**src/rtl/sync_fifo_param_pkg.sv**
```systemverilog
// Shared constants and helpers for the sync_fifo_param block.
// Holds the default parameter values and the log2 helper used to size
// the pointers and occupancy counter.
package sync_fifo_param_pkg;

    localparam int DEF_DATA_WIDTH = 8;
    localparam int DEF_DEPTH      = 8;
    localparam int DEF_AE_LEVEL   = 1;

    // Smallest r with 2**r >= value. DEPTH is a power of two, so this is
    // exactly log2(DEPTH).
    function automatic int log2_ceil(input int value);
        int r;
        r = 0;
        for (int i = 0; i < 31; i++) begin
            if ((1 << i) < value) begin
                r = i + 1;
            end
        end
        return r;
    endfunction

endpackage

```
**src/rtl/sync_fifo_param_fifo_mem.sv**
```systemverilog
// fifo_mem: simple dual-port register array, DATA_WIDTH x DEPTH.
// Latency: write visible to a read one edge later; read data registered, 1 cycle.
// Backpressure: none; the caller qualifies both enables.
//
// Ports:
//   clk        clock
//   wr_en_i    write strobe, stores wr_data_i at wr_addr_i
//   rd_en_i    read strobe, loads mem[rd_addr_i] into rd_data_o
//   rd_data_o  registered read data; holds when rd_en_i is low
// No reset: contents and the output register start undefined.
module fifo_mem #(
    parameter int DATA_WIDTH = 8,
    parameter int DEPTH      = 8,
    parameter int ADDR_W     = 3
) (
    input  logic                  clk,
    input  logic                  wr_en_i,
    input  logic [ADDR_W-1:0]     wr_addr_i,
    input  logic [DATA_WIDTH-1:0] wr_data_i,
    input  logic                  rd_en_i,
    input  logic [ADDR_W-1:0]     rd_addr_i,
    output logic [DATA_WIDTH-1:0] rd_data_o
);

    logic [DATA_WIDTH-1:0] mem_q [DEPTH];
    logic [DATA_WIDTH-1:0] rd_data_q;

    always_ff @(posedge clk) begin
        if (wr_en_i) begin
            mem_q[wr_addr_i] <= wr_data_i;
        end
        if (rd_en_i) begin
            rd_data_q <= mem_q[rd_addr_i];
        end
    end

    assign rd_data_o = rd_data_q;

endmodule

```
**src/rtl/sync_fifo_param.sv**
```systemverilog
// sync_fifo_param: parametrised single-clock FIFO with occupancy and error flags.
// Latency: write-to-read 1 cycle; read data and rd_valid registered, 1 cycle.
// Backpressure: writes dropped when full (overflow), reads dropped when empty (underflow).
//
// Ports:
//   clk, rst_n           clock, asynchronous active-low reset
//   wr_en, data_in       write request and data
//   rd_en                read request
//   flush                synchronous empty, overrides wr_en/rd_en
//   clr_err              synchronous clear of overflow/underflow
//   data_out, rd_valid   registered read data and its one-cycle strobe
//   full, empty, almost_full, almost_empty, count   status from the registered count
//   overflow, underflow  sticky error flags
module sync_fifo_param
    import sync_fifo_param_pkg::*;
#(
    parameter int DATA_WIDTH = DEF_DATA_WIDTH,
    parameter int DEPTH      = DEF_DEPTH,
    parameter int AF_LEVEL   = DEPTH - 1,
    parameter int AE_LEVEL   = DEF_AE_LEVEL
) (
    input  logic                           clk,
    input  logic                           rst_n,
    input  logic                           wr_en,
    input  logic [DATA_WIDTH-1:0]          data_in,
    input  logic                           rd_en,
    input  logic                           flush,
    input  logic                           clr_err,
    output logic [DATA_WIDTH-1:0]          data_out,
    output logic                           rd_valid,
    output logic                           full,
    output logic                           empty,
    output logic                           almost_full,
    output logic                           almost_empty,
    output logic [log2_ceil(DEPTH):0]      count,
    output logic                           overflow,
    output logic                           underflow
);

    localparam int ADDR_W = log2_ceil(DEPTH);
    localparam int CNT_W  = ADDR_W + 1;

    localparam logic [ADDR_W-1:0] PTR_ONE  = ADDR_W'(1);
    localparam logic [CNT_W-1:0]  CNT_ONE  = CNT_W'(1);
    localparam logic [CNT_W-1:0]  CNT_FULL = CNT_W'(DEPTH);
    localparam logic [CNT_W-1:0]  AF_CNT   = CNT_W'(AF_LEVEL);
    localparam logic [CNT_W-1:0]  AE_CNT   = CNT_W'(AE_LEVEL);

    logic [ADDR_W-1:0] wr_ptr_q, wr_ptr_d;
    logic [ADDR_W-1:0] rd_ptr_q, rd_ptr_d;
    logic [CNT_W-1:0]  count_q, count_d;
    logic              rd_valid_q, rd_valid_d;
    logic              overflow_q, overflow_d;
    logic              underflow_q, underflow_d;
    // The memory's output register has no reset; this bit masks it to zero
    // until the first accepted read after reset loads a real word.
    logic              data_seen_q, data_seen_d;

    logic              wr_acc;
    logic              rd_acc;
    logic [DATA_WIDTH-1:0] mem_rd_data;

    // Status decodes of the registered count.
    assign full         = (count_q == CNT_FULL);
    assign empty        = (count_q == '0);
    assign almost_full  = (count_q >= AF_CNT);
    assign almost_empty = (count_q <= AE_CNT);

    // Acceptance from pre-edge flags. With these rules the two ports never
    // address the same entry in one cycle: equal pointers mean empty or full,
    // and each of those blocks one side.
    assign wr_acc = wr_en & ~full  & ~flush;
    assign rd_acc = rd_en & ~empty & ~flush;

    always_comb begin
        wr_ptr_d    = wr_ptr_q;
        rd_ptr_d    = rd_ptr_q;
        count_d     = count_q;
        rd_valid_d  = rd_acc;
        data_seen_d = data_seen_q | rd_acc;

        if (flush) begin
            wr_ptr_d = '0;
            rd_ptr_d = '0;
            count_d  = '0;
        end else begin
            if (wr_acc) begin
                wr_ptr_d = wr_ptr_q + PTR_ONE;
            end
            if (rd_acc) begin
                rd_ptr_d = rd_ptr_q + PTR_ONE;
            end
            case ({wr_acc, rd_acc})
                2'b10:   count_d = count_q + CNT_ONE;
                2'b01:   count_d = count_q - CNT_ONE;
                default: count_d = count_q;
            endcase
        end

        // Sticky errors: a new rejection wins over a coincident clear.
        overflow_d  = (overflow_q  & ~clr_err) | (wr_en & full  & ~flush);
        underflow_d = (underflow_q & ~clr_err) | (rd_en & empty & ~flush);
    end

    always_ff @(posedge clk or negedge rst_n) begin
        if (!rst_n) begin
            wr_ptr_q    <= '0;
            rd_ptr_q    <= '0;
            count_q     <= '0;
            rd_valid_q  <= 1'b0;
            overflow_q  <= 1'b0;
            underflow_q <= 1'b0;
            data_seen_q <= 1'b0;
        end else begin
            wr_ptr_q    <= wr_ptr_d;
            rd_ptr_q    <= rd_ptr_d;
            count_q     <= count_d;
            rd_valid_q  <= rd_valid_d;
            overflow_q  <= overflow_d;
            underflow_q <= underflow_d;
            data_seen_q <= data_seen_d;
        end
    end

    fifo_mem #(
        .DATA_WIDTH (DATA_WIDTH),
        .DEPTH      (DEPTH),
        .ADDR_W     (ADDR_W)
    ) u_mem (
        .clk        (clk),
        .wr_en_i    (wr_acc),
        .wr_addr_i  (wr_ptr_q),
        .wr_data_i  (data_in),
        .rd_en_i    (rd_acc),
        .rd_addr_i  (rd_ptr_q),
        .rd_data_o  (mem_rd_data)
    );

    assign data_out  = data_seen_q ? mem_rd_data : '0;
    assign rd_valid  = rd_valid_q;
    assign count     = count_q;
    assign overflow  = overflow_q;
    assign underflow = underflow_q;

endmodule

```
**config.mk**
```make
export PLATFORM = sky130hd
export DESIGN_NAME = sync_fifo_param
export DESIGN_NICKNAME = d
export VERILOG_FILES = /design/src/rtl/sync_fifo_param_pkg.sv /design/src/rtl/sync_fifo_param_fifo_mem.sv /design/src/rtl/sync_fifo_param.sv
export SDC_FILE = /design/constraint.sdc
export NUM_CORES = 1
export LEC_CHECK = 0
export CORE_UTILIZATION = 40
export CTS_BUF_LIST = sky130_fd_sc_hd__clkbuf_2
export DETAILED_ROUTE_END_ITERATION = 7
export SLEW_MARGIN = 40
export SYNTH_ARGS = -nofsm -noshare
export SYNTH_HDL_FRONTEND = slang
export SYNTH_SLANG_ARGS = --single-unit
export TNS_END_PERCENT = 100
```
**constraint.sdc**
```tcl
create_clock -name clk -period 2.3 [get_ports clk]
set_input_delay 0.46 -clock clk [delete_from_list [all_inputs] [get_ports clk]]
set_output_delay 0.46 -clock clk [all_outputs]
set_load 0.02 [all_outputs]
```
==> results.md <==
* FF-to-FF Start: count[0]$_DFFE_PN0P_
* Worst VDD drop at 439.4 uV
* CTS tree: done
* Startpoint types: flip-flop
* DR WL/cell at 16.76 um
* Yosys top cell by area: edfxtp_1
* Sinks on Clock Net at 86
* Flop pwr share at 0.491
* GRT Total Usage at 0.1539
* # port buffers at 32
* Placeable Area at 8636 sq um
* Leak at 1.500 nW
* Synth Area per Inst at 17.57 sq um
* DR DRC count at 0
* Placed Instances at 357
* Clock slew at reported path FFs at 220 ps
* Normalized max-slew margin at 0.5697
* Setup TNS at 0 ps
* Clock Path Buffers at 2
* Post-DP HPWL at 4240 um
* Syn Nets at 222
* Die area at 9254 sq um
* CTS Hold Buffers Added at 0
* Initial Utilization at 0.4110
* Syn. warnings at 0
* First-pass GRT wire length at between 9000 and 10,000 um
* Worst r2r path cells at 9
* CP Max Fanout at 2
* Setup WS pre-CTS at around 73 ps
* Crit-path slowest cell: dfrtp_1
* Period utilization at 0.9425
* Die H at 96.20 um
* DRT iter0 DRCs at 71
* H-Tree Depth at 3
* Most numerous cell in the Yosys netlist: edfxtp_1
* Switching Share at 0.2903
* Share of layout cells above drive strength 1 at 0.3109
* Worst Skew at about 14 ps
* Max Cap Viol at 0
* Synth Flop Type: edfxtp_1
* Fmax at about 460 MHz
* Most frequent cells after synthesis: edfxtp_1 (72), mux4_2 (16), nor2_1 (15), dfrtp_1 (14), mux2_2 (10)
* Drt via density at 5.091
* Hold Slack at 311.3 ps
* DRT Wirelength at 6284 um
* Arrival @ worst endpoint at 1710 ps
* Largest stage delay, worst path at about 440 ps
* Die X-Extent at about 96 um
* Setup ws final at about 130 ps
* P_sw at approximately 1.1 mW
* P_int at ~2.6 mW
* Vias in the first global route at between 1,500 and 2,000
* Gpl congestion at ~0.75
* Setup slack, reg-to-reg at 200 ps
* Drt pass-1 iters at 4
* Final slew viol count at 0
* Gr ovfl total at 0
* Mapped Cells at 202
* RR Endpoint: u_mem.mem_q[0][1]$_DFFE_PP_
* Final antenna-violating net count at 0
* Synth unique cells at 40
* Synth top area cells: edfxtp_1 (61%), mux4_2 (10%), dfrtp_1 (9.9%)
* Worst-Margin Slew at 643.5 ps
* Synth top area share at 0.6091
* Vias post-DR at 1,909
* RSZ-0062 raised after global routing: false
* Clock network power share at 0.204
* Ports at 33
* Hold Crit Class: in2async
* Std-Cell Rows at 34
* Clk Latency, worst-skew pair at 500 ps
* Part of the power in combinational logic at 0.305
* Root buffer cell: clkbuf_2
* Area added between synthesis and finish at 20.90%
* Post-synth EDFFs at 72
* CP Class: reg2out
* CTS Buf Count at 9
* Critical Path RT at about 1800 ps
* PwrDens at 869.6 nW/um^2
* Family with the most delay on the worst path: flip-flops
* Worst path cell trace: inv_2, ha_4, or3b_4, clkinv_4, buf_6
* N_diodes at 0
* Fin nets at 282
* CP Capture Type: output pin
* Post-synthesis instance area at 3550 sq um
* Seq cells post-synth at 86
* Finished Layout Cells at ~380
* FFs w/ async S/R, synth at 0.1628
* Largest net degree at the start of global routing at 19
* Post-synthesis sequential area ratio at 0.7078
* Antenna violations before repair at 0
* Layout fillers at 744
* Period minus WS final at 2168 ps
* Final Setup Violations at 0
* Final Hold Fails at 0
* Status: complete, no violations
* WP buf/inv at 3
cells in the final DEF (no fill, tap or decap), drive strengths merged, types with 2 or more instances in the layout:
cell            n
nor2           16
clkbuf         11
a21oi           4
inv             8
buf            29
o21ai           2
and2            9
mux4           16
clkdlybuf4s50  28
clkinvlp        2
edfxtp         72
ha              6
nand3           4
clkinv          2
nor3            3
xor2            4
mux2           10
nand2           5
nand2b          2
dfrtp          14
a21o            2
worst reg2reg max path, stage by stage, from the launching register on:
cell and delay (ps):
dfrtp_1 410, inv_2 60, ha_4 150, buf_4 130
nand3b_1 120, buf_4 160, nand2_1 80, or3_1 390
nor3_2 130, buf_4 190
power groups by stage:
stage / clock network [mW] / logic (mW) / registers [mW]
final: 0.761 / 1.14 / 1.83
after global routing: 0.857 / 1.25 / 1.84
after CTS: 0.794 / 1.13 / 1.83
after detailed placement: 0 / 1.12 / 1.87
after global placement: 0 / 1.12 / 1.86
after floorplan: 0 / 0.633 / 1.91
metal layers:
metal,wire (um),vias to the layer above,part of all wire,track usage
met2,3024,33,0.48,0.2287
met4,78,0,0.012,0.07463
met1,3051,972,0.49,0.2163
li1,-,898,-,-
met5,0,-,0,0
met3,129,6,0.021,0.03081
logic make-up after synthesis:
group                      synth area share
and+or+nand+nor                     0.07262
buffers and inverters               0.02326
AOI/OAI and AO/OA                   0.02644
xor gates and xnor gates            0.01234
muxes                                0.1332
DFF                                  0.7078
adders and majority gates           0.02432
area by class of cell:
cell class,instances,area [sq um],share of cell area
clock buffers,11,55.05,0.01283
well taps,108,135.1,0.03149
flip-flops and latches,86,2514,0.5857
multi-input cells,100,974.7,0.2271
inverters,8,35.03,0.008163
repair buffers,57,519.2,0.1210
clock inverters,5,58.81,0.01370
registers in the layout, indices dropped and copies added, names as in the netlist:
register         count
count                4
data_seen_q          1
overflow             1
rd_ptr_q             3
rd_valid             1
u_mem.mem_q         64
u_mem.rd_data_o      8
underflow            1
wr_ptr_q             3
through the flow:
stage | util | total power [mW] | cell area [sq um]
final | 0.4970 | 3.732 | 4292
after global routing | 0.4970 | 3.948 | 4292
after CTS | 0.4970 | 3.761 | 4292
after detailed placement | 0.4816 | 2.981 | 4159
after global placement | 0.4816 | 2.983 | 4159
after floorplan | - | 2.540 | 3557
how the worst max path moves through the flow:
stage	from	end	slack, ps	cells past startpoint
floorplan	count[0]$_DFFE_PN0P_	u_mem.mem_q[2][0]$_DFFE_PP_	-100	6
global placement	flush	count[3]$_DFFE_PN0P_	80	5
detailed placement	flush	count[3]$_DFFE_PN0P_	70	5
CTS	count[0]$_DFFE_PN0P_	empty	-3	5
global route	count[1]$_DFFE_PN0P_	empty	10	5
finish	count[1]$_DFFE_PN0P_	empty	130	5
repair_timing:
item	in CTS	in global routing
endpoints found under the setup margin	4	10
resized for setup	19	6
setup buffers	1	1
pin swaps	0	1
Power figures use the tool's default switching activity.
